File: src/rtl/rotary_pkg.sv
// rotary_pkg: shared FSM states, phase codes and acceleration constants for rotary_decoder_array.
package rotary_pkg;
    typedef enum logic [2:0] {IDLE, CW1, CW2, CW3, CCW1, CCW2, CCW3} state_t;
    localparam logic [1:0] PH_00 = 2'b00;
    localparam logic [1:0] PH_01 = 2'b01;
    localparam logic [1:0] PH_11 = 2'b11;
    localparam logic [1:0] PH_10 = 2'b10;
    localparam int ACCEL_WINDOW = 50000;
    localparam int ACCEL_STEP = 4;
endpackage

File: src/rtl/rotary_channel.sv
// rotary_channel: one encoder - synchroniser, debounce, detent FSM and signed position counter.
// ROTARY_ACCEL_EN adds an inter-step timer that enlarges fast same-direction steps.
module rotary_channel
    import rotary_pkg::*;
#(
    parameter int POS_WIDTH = 8,
    parameter int DEBOUNCE_CYCLES = 16,
    parameter int WRAP = 1
) (
    input  logic                 clock,
    input  logic                 reset,
    input  logic [1:0]           pins,
    input  logic                 clear,
    output logic                 step_valid,
    output logic                 step_dir,
    output logic                 error,
    output logic [POS_WIDTH-1:0] position
);
    localparam int CNT_W = $clog2(DEBOUNCE_CYCLES + 1);
    localparam logic signed [POS_WIDTH+3:0] PMAX = (POS_WIDTH+4)'((1 << (POS_WIDTH - 1)) - 1);
    localparam logic signed [POS_WIDTH+3:0] PMIN = ~PMAX;
    logic [1:0] s1, s2, ph, ph_q;
    logic [CNT_W-1:0] cnt [2];
    state_t state, nxt;
    logic stp, dir, jump;
    logic signed [POS_WIDTH+3:0] mag, sum;
    logic [POS_WIDTH-1:0] nxt_pos;
    always_ff @(posedge clock or negedge reset)
        if (!reset) begin
            s1 <= '0;
            s2 <= '0;
        end else begin
            s1 <= pins;
            s2 <= s1;
        end
    // filtered bit follows the synced pin only after an unbroken run of DEBOUNCE_CYCLES
    always_ff @(posedge clock or negedge reset)
        if (!reset) begin
            ph <= PH_00;
            cnt <= '{default: '0};
        end else begin
            for (int i = 0; i < 2; i++)
                if (s2[i] == ph[i]) cnt[i] <= '0;
                else if (cnt[i] == CNT_W'(DEBOUNCE_CYCLES - 1)) begin
                    ph[i] <= s2[i];
                    cnt[i] <= '0;
                end else cnt[i] <= cnt[i] + 1'b1;
        end
    always_comb begin
        nxt = state;
        stp = 1'b0;
        dir = 1'b0;
        jump = (ph ^ ph_q) == 2'b11;
        if (jump) nxt = (ph == PH_00) ? IDLE : state;
        else if (ph != ph_q)
            case (state)
                IDLE: nxt = (ph == PH_01) ? CW1 : (ph == PH_10) ? CCW1 : IDLE;
                CW1:  nxt = (ph == PH_11) ? CW2 : (ph == PH_00) ? IDLE : CW1;
                CW2:  nxt = (ph == PH_10) ? CW3 : (ph == PH_01) ? CW1 : CW2;
                CW3: begin
                    nxt = (ph == PH_00) ? IDLE : (ph == PH_11) ? CW2 : CW3;
                    stp = ph == PH_00;
                    dir = 1'b1;
                end
                CCW1: nxt = (ph == PH_11) ? CCW2 : (ph == PH_00) ? IDLE : CCW1;
                CCW2: nxt = (ph == PH_01) ? CCW3 : (ph == PH_10) ? CCW1 : CCW2;
                CCW3: begin
                    nxt = (ph == PH_00) ? IDLE : (ph == PH_11) ? CCW2 : CCW3;
                    stp = ph == PH_00;
                end
                default: nxt = IDLE;
            endcase
    end
`ifdef ROTARY_ACCEL_EN
    logic [15:0] timer;
    logic last_dir;
    // timer reads N at the edge N cycles after the previous step; all-ones means none yet
    always_ff @(posedge clock or negedge reset)
        if (!reset) begin
            timer <= '1;
            last_dir <= 1'b0;
        end else if (stp) begin
            timer <= 16'd1;
            last_dir <= dir;
        end else if (timer != '1) timer <= timer + 16'd1;
    assign mag = (POS_WIDTH+4)'((timer < 16'(ACCEL_WINDOW) && last_dir == dir) ? ACCEL_STEP : 1);
`else
    assign mag = (POS_WIDTH+4)'(1);
`endif
    assign sum = $signed({{4{position[POS_WIDTH-1]}}, position}) + (dir ? mag : -mag);
    assign nxt_pos = (WRAP != 0) ? sum[POS_WIDTH-1:0] :
                     (sum > PMAX) ? PMAX[POS_WIDTH-1:0] :
                     (sum < PMIN) ? PMIN[POS_WIDTH-1:0] : sum[POS_WIDTH-1:0];
    always_ff @(posedge clock or negedge reset)
        if (!reset) begin
            state <= IDLE;
            ph_q <= PH_00;
            step_valid <= 1'b0;
            step_dir <= 1'b0;
            error <= 1'b0;
            position <= '0;
        end else begin
            state <= nxt;
            ph_q <= ph;
            step_valid <= stp;
            error <= jump;
            if (stp) step_dir <= dir;
            if (clear) position <= '0;
            else if (stp) position <= nxt_pos;
        end
endmodule

File: src/rtl/rotary_decoder_array.sv
// rotary_decoder_array: CHANNELS independent quadrature decoders plus a registered LED view of one channel.
// Optional ROTARY_ACCEL_EN enables step acceleration inside each channel.
module rotary_decoder_array
    import rotary_pkg::*;
#(
    parameter int CHANNELS = 1,
    parameter int POS_WIDTH = 8,
    parameter int DEBOUNCE_CYCLES = 16,
    parameter int WRAP = 1
) (
    input  logic                          clock,
    input  logic                          reset,
    input  logic [2*CHANNELS-1:0]         rotary,
    input  logic [CHANNELS-1:0]           clear,
    input  logic [$clog2(CHANNELS):0]     sel,
    output logic [CHANNELS-1:0]           step_valid,
    output logic [CHANNELS-1:0]           step_dir,
    output logic [CHANNELS-1:0]           error,
    output logic [CHANNELS*POS_WIDTH-1:0] position,
    output logic [7:0]                    leds
);
    localparam int NV = 2 ** ($clog2(CHANNELS) + 1);
    logic [7:0] view [NV];
    // every sel code has a view entry; codes past CHANNELS read as zero
    for (genvar c = 0; c < NV; c++) begin : g_ch
        if (c < CHANNELS) begin : g_on
            rotary_channel #(
                .POS_WIDTH(POS_WIDTH),
                .DEBOUNCE_CYCLES(DEBOUNCE_CYCLES),
                .WRAP(WRAP)
            ) u_ch (
                .clock(clock),
                .reset(reset),
                .pins(rotary[2*c +: 2]),
                .clear(clear[c]),
                .step_valid(step_valid[c]),
                .step_dir(step_dir[c]),
                .error(error[c]),
                .position(position[c*POS_WIDTH +: POS_WIDTH])
            );
            assign view[c] = 8'(position[c*POS_WIDTH +: POS_WIDTH]);
        end else begin : g_off
            assign view[c] = '0;
        end
    end
    always_ff @(posedge clock or negedge reset)
        if (!reset) leds <= '0;
        else leds <= view[sel];
endmodule

File: config.mk
export PLATFORM = sky130hd
export DESIGN_NAME = rotary_decoder_array
export DESIGN_NICKNAME = d
export VERILOG_FILES = /design/src/rtl/rotary_pkg.sv /design/src/rtl/rotary_channel.sv /design/src/rtl/rotary_decoder_array.sv
export SDC_FILE = /design/constraint.sdc
export NUM_CORES = 1
export LEC_CHECK = 0
export ABC_AREA = 1
export CAP_MARGIN = 20
export CORE_MARGIN = 10
export CORE_UTILIZATION = 49
export CTS_CLUSTER_SIZE = 40
export DETAILED_ROUTE_END_ITERATION = 12
export GPL_ROUTABILITY_DRIVEN = 0
export PLACE_DENSITY = 0.75
export SLEW_MARGIN = 10
export SYNTH_ARGS = -nofsm -noshare
export SYNTH_HDL_FRONTEND = slang
export SYNTH_SLANG_ARGS = --single-unit
File: constraint.sdc
create_clock -name clock -period 2.24 [get_ports clock]
set_clock_uncertainty 0.2 [all_clocks]
set_input_delay 0.336 -clock clock [delete_from_list [all_inputs] [get_ports clock]]
set_output_delay 0.336 -clock clock [all_outputs]
set_load 0.05 [all_outputs]
==> metrics <==
Worst Path Max Fanout=8; synthesis-to-finish area growth=34.0%; Mapped Cells=approximately 230; Worst EP arrival=between 2 and 2.5 ns; synthesis-stage register bit count=40; nets=300; HPWL after detailed placement=between 3000 and 4000 microns; H-tree levels=2; total placed cells including tap cells=between 300 and 400; RSZ-0062 raised after global routing=true; Final WS setup=-0.0384 ns; Clock Latency Late Sink=0.30 ns; Max Cap Violations=0; Yosys cell types=28; buffers added on ports=24; WL/cell=approximately 14 microns; Final Max Slew Viols=0; n_diodes=0; via count=between 1,500 and 2,000; Avg Cell Area, Syn=8.82 sq um; worst hold path type=flip-flop to flip-flop; I/O pin count=25; TritonCTS clock tree=done; clock-pin slew on the worst setup and hold paths=roughly 0.070 ns; Die X=roughly 84 microns; power density cells=~510 nW/um^2; outcome=complete, but fails checks; Final setup violation count=1; DIE HEIGHT=about 84 microns; core box area=~4000 sq um; syn_nets=between 200 and 300; peak supply drop=between 0.4 and 0.5 mV; initial antenna violation count=0; post-synthesis sequential area ratio=0.496; Worst Tran Pin Value=between 0.5 and 0.6 ns; Hold Vio Cnt, Final=0; Post-Route WL=about 4700 microns; Warnings, synthesis=0; DR iter-0 viols=65; Final min period=2.28 ns; Worst Setup Path Type=flip-flop to flip-flop; fin util=0.676; share of cells above drive strength 1=0.214; first-pass GRT wire length=approximately 7000 microns; mean number of vias per cell=5.05; mapped cell area=between 2000 and 2500 sq um; Clock Path Buffers=2; grt ovf=0; Crit. End Element=flip-flop; WP data required=between 2 and 2.5 ns; clock tree root buffer cell=clkbuf_8; violated checks=setup timing; GRT Total Usage=0.121; Rows=23; Startpoint Class=flip-flop; leakage=1.36 nW; crit share post-route=1.02; Fmax=around 0.44 GHz; vias in the first global route=between 1,500 and 2,000; Num Clock Sinks=40; largest net degree at the start of global routing=41; Die ar.=between 7000 and 8000 sq um; Non-Filler Instances=330; TritonRoute pass-1 iters=4; Initial Util=0.505; post-route ant nets=0; Worst slew margin=0.656; DRC=0; CTS Buf Count=5
==> cell usage after synthesis, drive strengths merged <==
cell type / instances / area (sq um)
o22ai: 4 / 25.0
nor3: 2 / 10.0
a21oi: 10 / 50.1
nand2: 53 / 216
o2111ai: 1 / 8.76
and3: 2 / 12.5
ha: 14 / 175
nand4: 5 / 31.3
xnor2: 4 / 35.0
nor2: 23 / 105
o21ai: 14 / 73.8
clkinv: 1 / 3.75
inv: 36 / 135
xor2: 4 / 35.0
dfrtp: 40 / 1000
or2: 1 / 6.26
nand3: 12 / 65.1
fa: 1 / 20.0
clkbuf: 1 / 3.75
a31oi: 1 / 6.26
==> kinds of logic after synthesis <==
kind of cell             synth area share
XOR/XNOR                           0.0347
AND/OR/NAND/NOR                     0.221
flip-flops                          0.496
adder cells (fa/ha/maj)            0.0967
AO/OA/AOI/OAI                      0.0812
buffers and inverters              0.0706
==> cell type report <==
class | instances | area (sq um)
Tap cell | 50 | 62.6
Timing Repair Buffer | 44 | 388
Inverter | 37 | 139
Sequential cell | 40 | 1000
Clock buffer | 6 | 72.6
Clock inverter | 2 | 35.0
Fill cell | 315 | 1290
Multi-Input combinational cell | 151 | 1010
==> final timing paths <==
kind | start | to | slack, ns | cells past startpoint
setup / recovery | g_ch[0].g_on.u_ch.ph[0] | g_ch[0].g_on.u_ch.position[6] | -0.04 | 11
hold / removal | g_ch[0].g_on.u_ch.s1[0] | g_ch[0].g_on.u_ch.s2[0] | 0.15 | 0
setup reg to reg | g_ch[0].g_on.u_ch.ph[0] | g_ch[0].g_on.u_ch.position[6] | -0.04 | 11
hold reg to reg | g_ch[0].g_on.u_ch.s1[0] | g_ch[0].g_on.u_ch.s2[0] | 0.15 | 0
max in group asynchronous | reset | g_ch[0].g_on.u_ch.error | 1.06 | 3
min in group asynchronous | reset | g_ch[0].g_on.u_ch.cnt[7] | 0.43 | 3
==> metal layers <==
layer  wire, microns  track usage  vias up
met4             115       0.0594        0
met3             251       0.0473       11
met5               0            0        -
met1            1880        0.130      789
li1                -            -      838
met2            2410        0.204       27
==> flip-flops by register name, indices dropped and copies added, names as in the netlist, 2 cells and up <==
signal	flops
g_ch.g_on.u_ch.cnt	10
g_ch.g_on.u_ch.ph	2
g_ch.g_on.u_ch.ph_q	2
g_ch.g_on.u_ch.position	8
g_ch.g_on.u_ch.s1	2
g_ch.g_on.u_ch.s2	2
g_ch.g_on.u_ch.state	3
leds	8
==> power breakdown <==
part | switching, mW | total [mW] | internal, mW | leakage [nW]
Clock | 0.244 | 0.575 | 0.330 | 0.0552
Combinational | 0.0331 | 0.0525 | 0.0195 | 0.764
Sequential | 0.00787 | 0.742 | 0.734 | 0.545
==> what timing repair did <==
item                       CTS  global route
pin swaps                    0            12
setup buffers                0             5
hold buffers                 1             0
hold endpoints to repair    40             0
setup endpoints to repair    4             5
resized for setup            3            19
==> per-stage QoR <==
step,setup TNS (ns),hold slack (ns),setup WS (ns),total power [mW],instance area (sq um)
floorplan,0,-0.160,0.0217,0.777,2040
global placement,0,0.134,0.0757,0.806,2440
detailed placement,-0.0843,0.136,-0.0387,0.808,2440
CTS,-0.00654,0.153,-0.00654,1.38,2580
global route,-0.432,0.161,-0.135,1.42,2710
finish,-0.0384,0.152,-0.0384,1.37,2710
==> critical path, cell delays in order (launching register included) <==
cell and delay, ns:
dfrtp_1 0.43, inv_2 0.07, nand2_1 0.06, nand2_1 0.06, nand2_2 0.11, nand3_4 0.20
ha_4 0.32, a21oi_1 0.21, or2_4 0.16, nand3_2 0.06, nor2_1 0.19, o21ai_2 0.10
==> cell usage in the layout (no fill, tap or decap), types with 3 or more instances in the layout <==
cell type,instances
nor2_1,19
xnor2_1,3
ha_1,8
nand2_1,43
inv_1,33
nand2_2,9
dfrtp_1,40
o21ai_0,10
inv_2,3
nor2_2,3
a21oi_1,7
nand4_1,5
ha_4,5
xor2_1,4
o22ai_1,4
buf_4,19
clkdlybuf4s50_1,23
clkbuf_8,5
o21ai_1,3
nand3_1,9
Note: power is estimated with default switching activity, not from simulation.
